File: src/rtl/cla_pipe_adder_if.sv
`default_nettype none
// +--------------------------------------------------------------------------+
// | Module      : cla_pipe_adder_if                                          |
// | Description : Operand/result valid-ready stream bundle for the           |
// |               pipelined carry-lookahead adder/subtractor.                |
// | Revision    : 1.0 - initial release                                      |
// +--------------------------------------------------------------------------+
interface cla_pipe_adder_if #(
   parameter int WIDTH = 16
);
   logic             in_valid;
   logic             in_ready;
   logic [WIDTH-1:0] a;
   logic [WIDTH-1:0] b;
   logic             cin;
   logic             sub;
   logic             out_valid;
   logic             out_ready;
   logic [WIDTH-1:0] sum;
   logic             cout;
   logic             ovf;
   logic             zero;

   modport master (
      output in_valid, a, b, cin, sub, out_ready,
      input  in_ready, out_valid, sum, cout, ovf, zero
   );

   modport slave (
      input  in_valid, a, b, cin, sub, out_ready,
      output in_ready, out_valid, sum, cout, ovf, zero
   );
endinterface
`default_nettype wire

File: src/rtl/cla_pipe_adder.sv
`default_nettype none
// +--------------------------------------------------------------------------+
// | Module      : cla_pipe_adder                                             |
// | Description : Pipelined carry-lookahead adder/subtractor, one lookahead  |
// |               block of BLK bits per stage; optional signed saturation    |
// |               enabled by defining CLA_SAT_EN.                            |
// | Revision    : 1.0 - initial release                                      |
// +--------------------------------------------------------------------------+
module cla_pipe_adder #(
   parameter int WIDTH = 16,
   parameter int BLK   = 4
) (
   input  wire logic          clk,
   input  wire logic          rst,
   cla_pipe_adder_if.slave    bus
);

   localparam int c_NBLK = WIDTH / BLK;

   if (WIDTH % BLK != 0) begin : g_bad_width
      $error("cla_pipe_adder: WIDTH must be a multiple of BLK");
   end
   if (BLK < 1 || BLK > 8) begin : g_bad_blk
      $error("cla_pipe_adder: BLK must be in 1..8");
   end

   // Flattened sum-of-products carries: c[i+1] depends only on p/g/ci.
   function automatic logic [BLK:0] blk_carries(
      input logic [BLK-1:0] p,
      input logic [BLK-1:0] g,
      input logic           ci
   );
      logic [BLK:0] c;
      logic         acc;
      logic         term;
      c    = '0;
      c[0] = ci;
      for (int i = 0; i < BLK; i++) begin
         acc = ci;
         for (int m = 0; m <= i; m++) acc = acc & p[m];
         for (int j = 0; j <= i; j++) begin
            term = g[j];
            for (int m = j + 1; m <= i; m++) term = term & p[m];
            acc = acc | term;
         end
         c[i+1] = acc;
      end
      return c;
   endfunction

   // Rank k holds the operands entering lookahead block k.
   logic             r_v [0:c_NBLK-1];
   logic [WIDTH-1:0] r_a [0:c_NBLK-1];
   logic [WIDTH-1:0] r_b [0:c_NBLK-1];
   logic [WIDTH-1:0] r_s [0:c_NBLK-1];
   logic             r_c [0:c_NBLK-1];

   logic             r_out_v;
   logic [WIDTH-1:0] r_sum;
   logic             r_cout;
   logic             r_ovf;
   logic             r_zero;

   logic [WIDTH-1:0] w_s [0:c_NBLK-1];
   logic             w_c [0:c_NBLK-1];
   logic             w_cmsb [0:c_NBLK-1];
   logic             w_stall;
   logic             w_ovf;
   logic [WIDTH-1:0] w_sum_fin;

   for (genvar k = 0; k < c_NBLK; k++) begin : g_stage
      logic [BLK-1:0] w_p;
      logic [BLK-1:0] w_g;
      logic [BLK:0]   w_cv;
      logic [WIDTH-1:0] w_snew;

      assign w_p  = r_a[k][k*BLK +: BLK] ^ r_b[k][k*BLK +: BLK];
      assign w_g  = r_a[k][k*BLK +: BLK] & r_b[k][k*BLK +: BLK];
      assign w_cv = blk_carries(w_p, w_g, r_c[k]);

      always_comb begin
         w_snew                 = r_s[k];
         w_snew[k*BLK +: BLK]   = w_p ^ w_cv[BLK-1:0];
      end

      assign w_s[k]    = w_snew;
      assign w_c[k]    = w_cv[BLK];
      assign w_cmsb[k] = w_cv[BLK-1];
   end

   assign w_stall = r_out_v & ~bus.out_ready;
   assign w_ovf   = w_cmsb[c_NBLK-1] ^ w_c[c_NBLK-1];

`ifdef CLA_SAT_EN
   // Overflow only occurs with like-signed operands, so A's sign picks the rail.
   assign w_sum_fin = !w_ovf ? w_s[c_NBLK-1] :
                      r_a[c_NBLK-1][WIDTH-1] ? {1'b1, {(WIDTH-1){1'b0}}} :
                                               {1'b0, {(WIDTH-1){1'b1}}};
`else
   assign w_sum_fin = w_s[c_NBLK-1];
`endif

   always_ff @(posedge clk) begin
      if (rst) begin
         for (int k = 0; k < c_NBLK; k++) begin
            r_v[k] <= 1'b0;
            r_a[k] <= '0;
            r_b[k] <= '0;
            r_s[k] <= '0;
            r_c[k] <= 1'b0;
         end
         r_out_v <= 1'b0;
         r_sum   <= '0;
         r_cout  <= 1'b0;
         r_ovf   <= 1'b0;
         r_zero  <= 1'b0;
      end else if (!w_stall) begin
         r_v[0] <= bus.in_valid;
         r_a[0] <= bus.a;
         r_b[0] <= bus.sub ? ~bus.b : bus.b;
         r_c[0] <= bus.sub | bus.cin;
         r_s[0] <= '0;
         for (int k = 1; k < c_NBLK; k++) begin
            r_v[k] <= r_v[k-1];
            r_a[k] <= r_a[k-1];
            r_b[k] <= r_b[k-1];
            r_s[k] <= w_s[k-1];
            r_c[k] <= w_c[k-1];
         end
         r_out_v <= r_v[c_NBLK-1];
         r_sum   <= w_sum_fin;
         r_cout  <= w_c[c_NBLK-1];
         r_ovf   <= w_ovf;
         r_zero  <= ~|w_sum_fin;
      end
   end

   assign bus.in_ready  = ~w_stall;
   assign bus.out_valid = r_out_v;
   assign bus.sum       = r_sum;
   assign bus.cout      = r_cout;
   assign bus.ovf       = r_ovf;
   assign bus.zero      = r_zero;

endmodule
`default_nettype wire

File: src/flat_wrapper.sv
// flat-port wrapper written by rule: the top's interface ports become plain ports
module cla_pipe_adder_flat 
#(
   parameter int WIDTH = 16,
   parameter int BLK   = 4
)
  (clk, rst, bus_in_valid, bus_a, bus_b, bus_cin, bus_sub, bus_out_ready, bus_in_ready, bus_out_valid, bus_sum, bus_cout, bus_ovf, bus_zero);
  cla_pipe_adder_if #(.WIDTH(WIDTH)) bus_i ();
  input  wire logic clk;
  input  wire logic rst;
  input wire logic [$bits(bus_i.in_valid)-1:0] bus_in_valid;
  input wire logic [$bits(bus_i.a)-1:0] bus_a;
  input wire logic [$bits(bus_i.b)-1:0] bus_b;
  input wire logic [$bits(bus_i.cin)-1:0] bus_cin;
  input wire logic [$bits(bus_i.sub)-1:0] bus_sub;
  input wire logic [$bits(bus_i.out_ready)-1:0] bus_out_ready;
  output wire logic [$bits(bus_i.in_ready)-1:0] bus_in_ready;
  output wire logic [$bits(bus_i.out_valid)-1:0] bus_out_valid;
  output wire logic [$bits(bus_i.sum)-1:0] bus_sum;
  output wire logic [$bits(bus_i.cout)-1:0] bus_cout;
  output wire logic [$bits(bus_i.ovf)-1:0] bus_ovf;
  output wire logic [$bits(bus_i.zero)-1:0] bus_zero;
  assign bus_i.in_valid = bus_in_valid;
  assign bus_i.a = bus_a;
  assign bus_i.b = bus_b;
  assign bus_i.cin = bus_cin;
  assign bus_i.sub = bus_sub;
  assign bus_i.out_ready = bus_out_ready;
  assign bus_in_ready = bus_i.in_ready;
  assign bus_out_valid = bus_i.out_valid;
  assign bus_sum = bus_i.sum;
  assign bus_cout = bus_i.cout;
  assign bus_ovf = bus_i.ovf;
  assign bus_zero = bus_i.zero;
  cla_pipe_adder #(.WIDTH(WIDTH), .BLK(BLK)) u_core (.clk(clk), .rst(rst), .bus(bus_i));
endmodule
File: config.mk
export PLATFORM = sky130hd
export DESIGN_NAME = cla_pipe_adder_flat
export DESIGN_NICKNAME = d
export VERILOG_FILES = /design/src/rtl/cla_pipe_adder_if.sv /design/src/rtl/cla_pipe_adder.sv /design/src/flat_wrapper.sv
export SDC_FILE = /design/constraint.sdc
export NUM_CORES = 1
export LEC_CHECK = 0
export CELL_PAD_IN_SITES_DETAIL_PLACEMENT = 1
export CELL_PAD_IN_SITES_GLOBAL_PLACEMENT = 2
export CORE_MARGIN = 2
export CORE_UTILIZATION = 30
export CTS_CLUSTER_DIAMETER = 50
export DETAILED_ROUTE_END_ITERATION = 7
export PLACE_DENSITY = 0.64
export REMOVE_ABC_BUFFERS = 1
export SLEW_MARGIN = 25
export SYNTH_ARGS = -nofsm -noshare
export SYNTH_HDL_FRONTEND = slang
export SYNTH_SLANG_ARGS = --single-unit
File: constraint.sdc
create_clock -name clk -period 10.1 [get_ports clk]
set_input_delay 1.515 -clock clk [delete_from_list [all_inputs] [get_ports clk]]
set_output_delay 1.515 -clock clk [all_outputs]
set_load 0.01 [all_outputs]
==> results.ini <==
[die]
die_area_um2 = 19400
start_util_pct = 30.6
fp.dieH_um = 139
ios = 59
rows = 49
fp.dieW_um = 139
core_um2 = 18000

[place]
io_buffers = 58
pre_cts_ws_ps = 5430
gp_congestion = 0.665
numPlacedInstances = 676
hpwl_mm = 5.51

[power]
ir_drop_uv = 99.7
finalPower_uw = 1330
powerDensity_nw_per_um2 = 192
leakagePower_uw = 0.00279

[clock_network]
cts_root_buf = clkbuf_16
cts_max_level = 4
clk_latency_ps = 410
clk_pin_slew_ps = 50
cts_resized = 0
hold_buffers = 0
cts_setup_buffers = 0
clock-sinks = 132
cts_tree = done
clockBufferDepth = 2
cts-buffers-inserted = 17

[synthesis]
seq_area_frac_synth_pct = 68.5
ys.flop_type = edfxtp_1
synth_common_cells = edfxtp_1, and2_1, nor2_1
yosysTopAreaCellShare_pct = 61.2
yosys.cell_types.count = 32
async_flop_share_pct = 0
synth_edf_count = 112
avgSynthCellArea_um2 = 13.6
ys_ff_latch = 132
synth.area.top_cells = edfxtp_1, and2_1, dfxtp_1
synth_most_common_cell = edfxtp_1
ys_warn_count = 0
synth_area_um2 = 5500
syn_inst = 404
synth_top_area_cell = edfxtp_1

[timing]
period_share_pct = 46.0
final.min_clock_period_ps = 4650
hold_viol_final = 0
max_slew_margin_pct = 41.2
rsz0062_at_grt = false
finalWorstSetupSlack_ps = 5450
tns_ps = 0
worstMarginPinSlew_ps = 883
setup_viol = 0
max_freq_ghz = 0.215
slew_viol_final = 0
skew_ps = 5.69

[critical_path]
critPathRequiredTime_ps = 8590
crit_type = in2out
crit_fanout = 21
start_kind = input pin
cpLargestDelayFamily = buffers and inverters
crit_chain = clkdlybuf4s50_1 > nor2b_1 > buf_4 > inv_2 > clkdlybuf4s50_1
endpoint_kind = output port
crit_buf_inv = 4
crit_path_max_incr_delay_ps = 600
crit_arrival_ps = 3140
cpMostUsedCell = clkdlybuf4s50_1
critPathSlowestCell = clkdlybuf4s50_1

[flow_run]
cap_violations = 0

[route]
drt_pre_antenna_iters = 4
antenna_left = 0
drt-initial-drc-count = 111
vias = 2993
avgViaCountPerCell = 4.23
drc = 0
wl_per_cell_um = 12.4
routed_wirelength_mm = 8.75

[finish]
fillers = 1858
syn_to_final_growth_pct = 26.3
finalNonFillerCells = 708
layout.area.seq_um2 = 3760
final_util_pct = 38.6
layout-drive-gt1-share_pct = 8.77
multi_input_area_um2 = 1650
fin_nets = 528
diodes = 0

[grt]
grt_max_degree = 86
grt_pass1_wl_mm = 14.8
grt.overflow.total = 0
grt.total_usage_pct = 9.60
antenna_found_initial = 0
first_global_vias = 3245

[status]
status = finished, final reports clean

[min_path]
hold_class = reg2reg

-- state kept, by name (all words and copies together) (netlist names) --
signal,count
u_core.r_v,4
u_core.bus.cout,1
u_core.r_c,4
u_core.bus.ovf,1
u_core.bus.zero,1
u_core.r_a,40
u_core.bus.sum,16
u_core.r_s,24
u_core.bus.out_valid,1
u_core.r_b,40
-- cells in the final DEF, fill, tap and decap left out --
cell	count
buf_2	1
bufinv_16	4
o21ai_0	4
buf_4	5
dfxtp_1	20
ha_1	20
and2_1	85
xor2_1	1
o32ai_2	1
nor2b_1	1
inv_1	3
or3_1	1
nand2_1	27
clkinv_4	1
a21oi_1	16
fa_1	4
o21a_1	8
nand4_1	1
mux2i_1	2
clkbuf_16	17
a21o_1	1
or4_1	1
clkinv_2	6
or2_1	1
a211oi_1	3
nor2_4	1
inv_2	1
nand3_1	1
xnor2_1	19
nand2b_1	1
nor3b_1	2
clkinvlp_4	4
o211a_1	1
nand2b_4	1
edfxtp_1	112
nor3_1	12
nor2_1	31
nor4_1	2
clkdlybuf4s50_1	57
-- cells by family (layout without fill, tap and decap cells) --
family	after synthesis	after routing	share of synthesized area, %
buffers and inverters	24	99	1.80
muxes	2	2	0.364
adders and majority gates	24	24	6.01
xor gates and xnor gates	20	20	3.19
and+or+nand+nor	168	168	16.2
DFF	132	132	68.5
AOI/OAI and AO/OA	34	34	3.94
-- stage by stage --
step / area (µm²) / hold slack (ps)
3_5_place_dp: 6330 / 452
4_1_cts: 6950 / 460
2_1_floorplan: 5410 / 433
6_report: 6940 / 453
5_1_grt: 6940 / 481
3_3_place_gp: 6330 / 444
-- worst register-to-register path, stage by stage (launching register included) --
cell and delay, ps:
dfxtp_1 310, nor2b_1 130, buf_4 210, nand2b_4 450
buf_4 800
-- power breakdown --
group / leakage (µW) / switching, µW / internal (µW)
logic: 0.00100 / 33.1 / 42.1
registers: 0.00150 / 9.67 / 621
clock network: 0.000294 / 219 / 410
total: 0.00279 / 262 / 1070
-- area by class of cell --
class | instances | share of cell area (%)
flip-flops and latches | 132 | 54.2
clock inverters | 15 | 2.72
repair buffers | 63 | 8.83
well taps | 229 | 4.13
multi-input cells | 248 | 23.7
clock buffers | 17 | 6.13
inverters | 4 | 0.216
-- final timing paths --
kind	start	end	slack, ps	cells after the start
max	bus_out_ready	bus_in_ready	5450	5
min	u_core.bus.sum[2]	u_core.bus.sum[2]	450	2
max reg2reg	u_core.bus.out_valid	u_core.r_a[0][1]	7790	4
min reg2reg	u_core.bus.sum[2]	u_core.bus.sum[2]	450	2
-- per-layer routing --
layer	routed length (µm)	global-route usage [%]	up-vias
met3	380	3.34	9
met4	151	4.15	0
met2	4200	16.7	58
met5	0	0	-
met1	4020	10.7	1406
li1	-	-	1520
Power figures use the tool's default switching activity.
==> edit (same settings) <==
`BLK` is set to 4 in 2 places; all go to 2.
--- a/src/rtl/cla_pipe_adder.sv
+++ b/src/rtl/cla_pipe_adder.sv
@@ -8,7 +8,7 @@
 // +--------------------------------------------------------------------------+
 module cla_pipe_adder #(
    parameter int WIDTH = 16,
-   parameter int BLK   = 4
+   parameter int BLK   = 2
 ) (
    input  wire logic          clk,
    input  wire logic          rst,
--- a/src/flat_wrapper.sv
+++ b/src/flat_wrapper.sv
@@ -2,7 +2,7 @@
 module cla_pipe_adder_flat 
 #(
    parameter int WIDTH = 16,
-   parameter int BLK   = 4
+   parameter int BLK   = 2
 )
   (clk, rst, bus_in_valid, bus_a, bus_b, bus_cin, bus_sub, bus_out_ready, bus_in_ready, bus_out_valid, bus_sum, bus_cout, bus_ovf, bus_zero);
   cla_pipe_adder_if #(.WIDTH(WIDTH)) bus_i ();
Function: changed (Yosys sat finds a counterexample within 10 cycles, from zero or initial values and one cycle with rst high).
==> edit against the original RTL <==
Sequential cell count increased by 104. Worst setup slack worse by 0.26 ns. Total power up 65%. Synthesized cell count increased by 56%. Final area grew 65%. Synthesized area is 71% higher. Critical path depth unchanged. Global-route usage shrank 1.3 points. Non-clock buffer count rose by 2. Wire length increased by 51%. Largest cell class unchanged.
==> edit: results <==
[critical_path]
crit_family = buffers and inverters
crit_fanout = 22
cpMaxStageDelayCell = clkdlybuf4s50_1
critPathMaxStageDelay_ns = 0.66
crit_arrival_ns = 3.39

[logic_synthesis]
async_reset_ff_share_pct = 0
ys_types = 31
ys_seq_area_share_pct = 73.2
synth-warning-count = 0
synth_edf_count = 216
synthFlopType = edfxtp_1
synthTopCellsByArea = edfxtp_1 69%, and2_1 9.7%, dfxtp_1 4.3%
synth_common_cells = 216 x edfxtp_1, 146 x and2_1, 38 x nor2b_1

[drt]
first_iter_violations = 229
first_pass_iters = 4
routed_via_density = 4.11
wire_per_inst_um = 11.8

[sta]
hold_viol = 0
tns_ns = 0
slew_headroom_pct = 39.0
clock_skew_ns = 0.0105

[placement]
place_congestion = 0.689
hpwl_mm = 7.52
portBuffers = 58

[global_route]
grt_pass1_vias = 4855
grt_pass1_wl_mm = 22.9
antenna_found_initial = 0
grt_util_all_layers_pct = 8.31
grt_max_degree = 115

[finish]
nNetsFinal = 764
diodes = 0
drive_gt1_share_pct = 7.95
reg.largest.list = u_core.r_a x72, u_core.r_b x72, u_core.r_s x56

[cts]
cts-root-buf = clkbuf_16
htreeDepth = 1
cts_buffer_depth = 3
postCtsSetupBuffers = 0
clk_latency_ns = 0.54
numCtsBuffers = 30
post_cts_resized = 0
clk_pin_slew_ns = 0.06

[run_status]
outcome = finished clean

[power_and_ir_drop]
ir_drop_mv = 0.125
leakagePower_uw = 0.00460

[worst_hold_path]
holdCritPathClass = reg2reg
edit: power breakdown:
part	switching, uW	internal, uW	total [uW]
combinational	27.5	32.7	60.1
clock	388	662	1050
sequential	6.67	1090	1090
total	422	1780	2200
edit: area by class of cell:
type / instances / area, um^2
Multi-Input combinational cell: 350 / 2350
Timing Repair Buffer: 65 / 648
Tap cell: 396 / 495
Clock buffer: 37 / 798
Sequential cell: 236 / 6890
Fill cell: 3178 / 19300
Clock inverter: 18 / 201
Inverter: 11 / 41.3
edit: metal layers:
| metal | wire [um] | track usage, % |
|---|---|---|
| met5 | 0 | 0 |
| met1 | 5570 | 9.50 |
| met2 | 6530 | 14.8 |
| met4 | 395 | 3.22 |
| met3 | 672 | 2.22 |
edit: tightest hold or removal path, cell delays in order (launching register included):
cell     delay, ns
dfxtp_1       0.30
nand2_1       0.05
a21oi_1       0.05
edit: worst paths after layout:
| path | startpoint | to | slack (ns) | cells after the start |
|---|---|---|---|---|
| max | bus_out_ready | bus_in_ready | 5.19 | 5 |
| min | u_core.bus.sum[9] | u_core.bus.sum[9] | 0.46 | 2 |
| max reg2reg | u_core.bus.out_valid | u_core.r_b[0][45] | 7.54 | 4 |
| min reg2reg | u_core.bus.sum[9] | u_core.bus.sum[9] | 0.46 | 2 |
edit: per-stage QoR:
step	area [um^2]	total power, uW	hold slack (ns)	instances	setup WS, ns
global route	11400	2290	0.487	1113	5.09
global placement	10400	1170	0.445	1057	5.24
floorplan	9270	1140	0.433	597	2.68
detailed placement	10400	1170	0.452	1057	5.18
CTS	11400	2240	0.460	1112	5.18
finish	11400	2200	0.456	1113	5.19
edit: cells by family (layout without fill, tap and decap cells):
group | Yosys count | in the layout | synth area share, %
compound gates | 33 | 33 | 1.89
simple gates | 261 | 261 | 15.9
fa+ha+maj | 32 | 32 | 4.89
xor+xnor | 24 | 24 | 2.23
flops | 236 | 236 | 73.2
buf+inv | 43 | 131 | 1.94
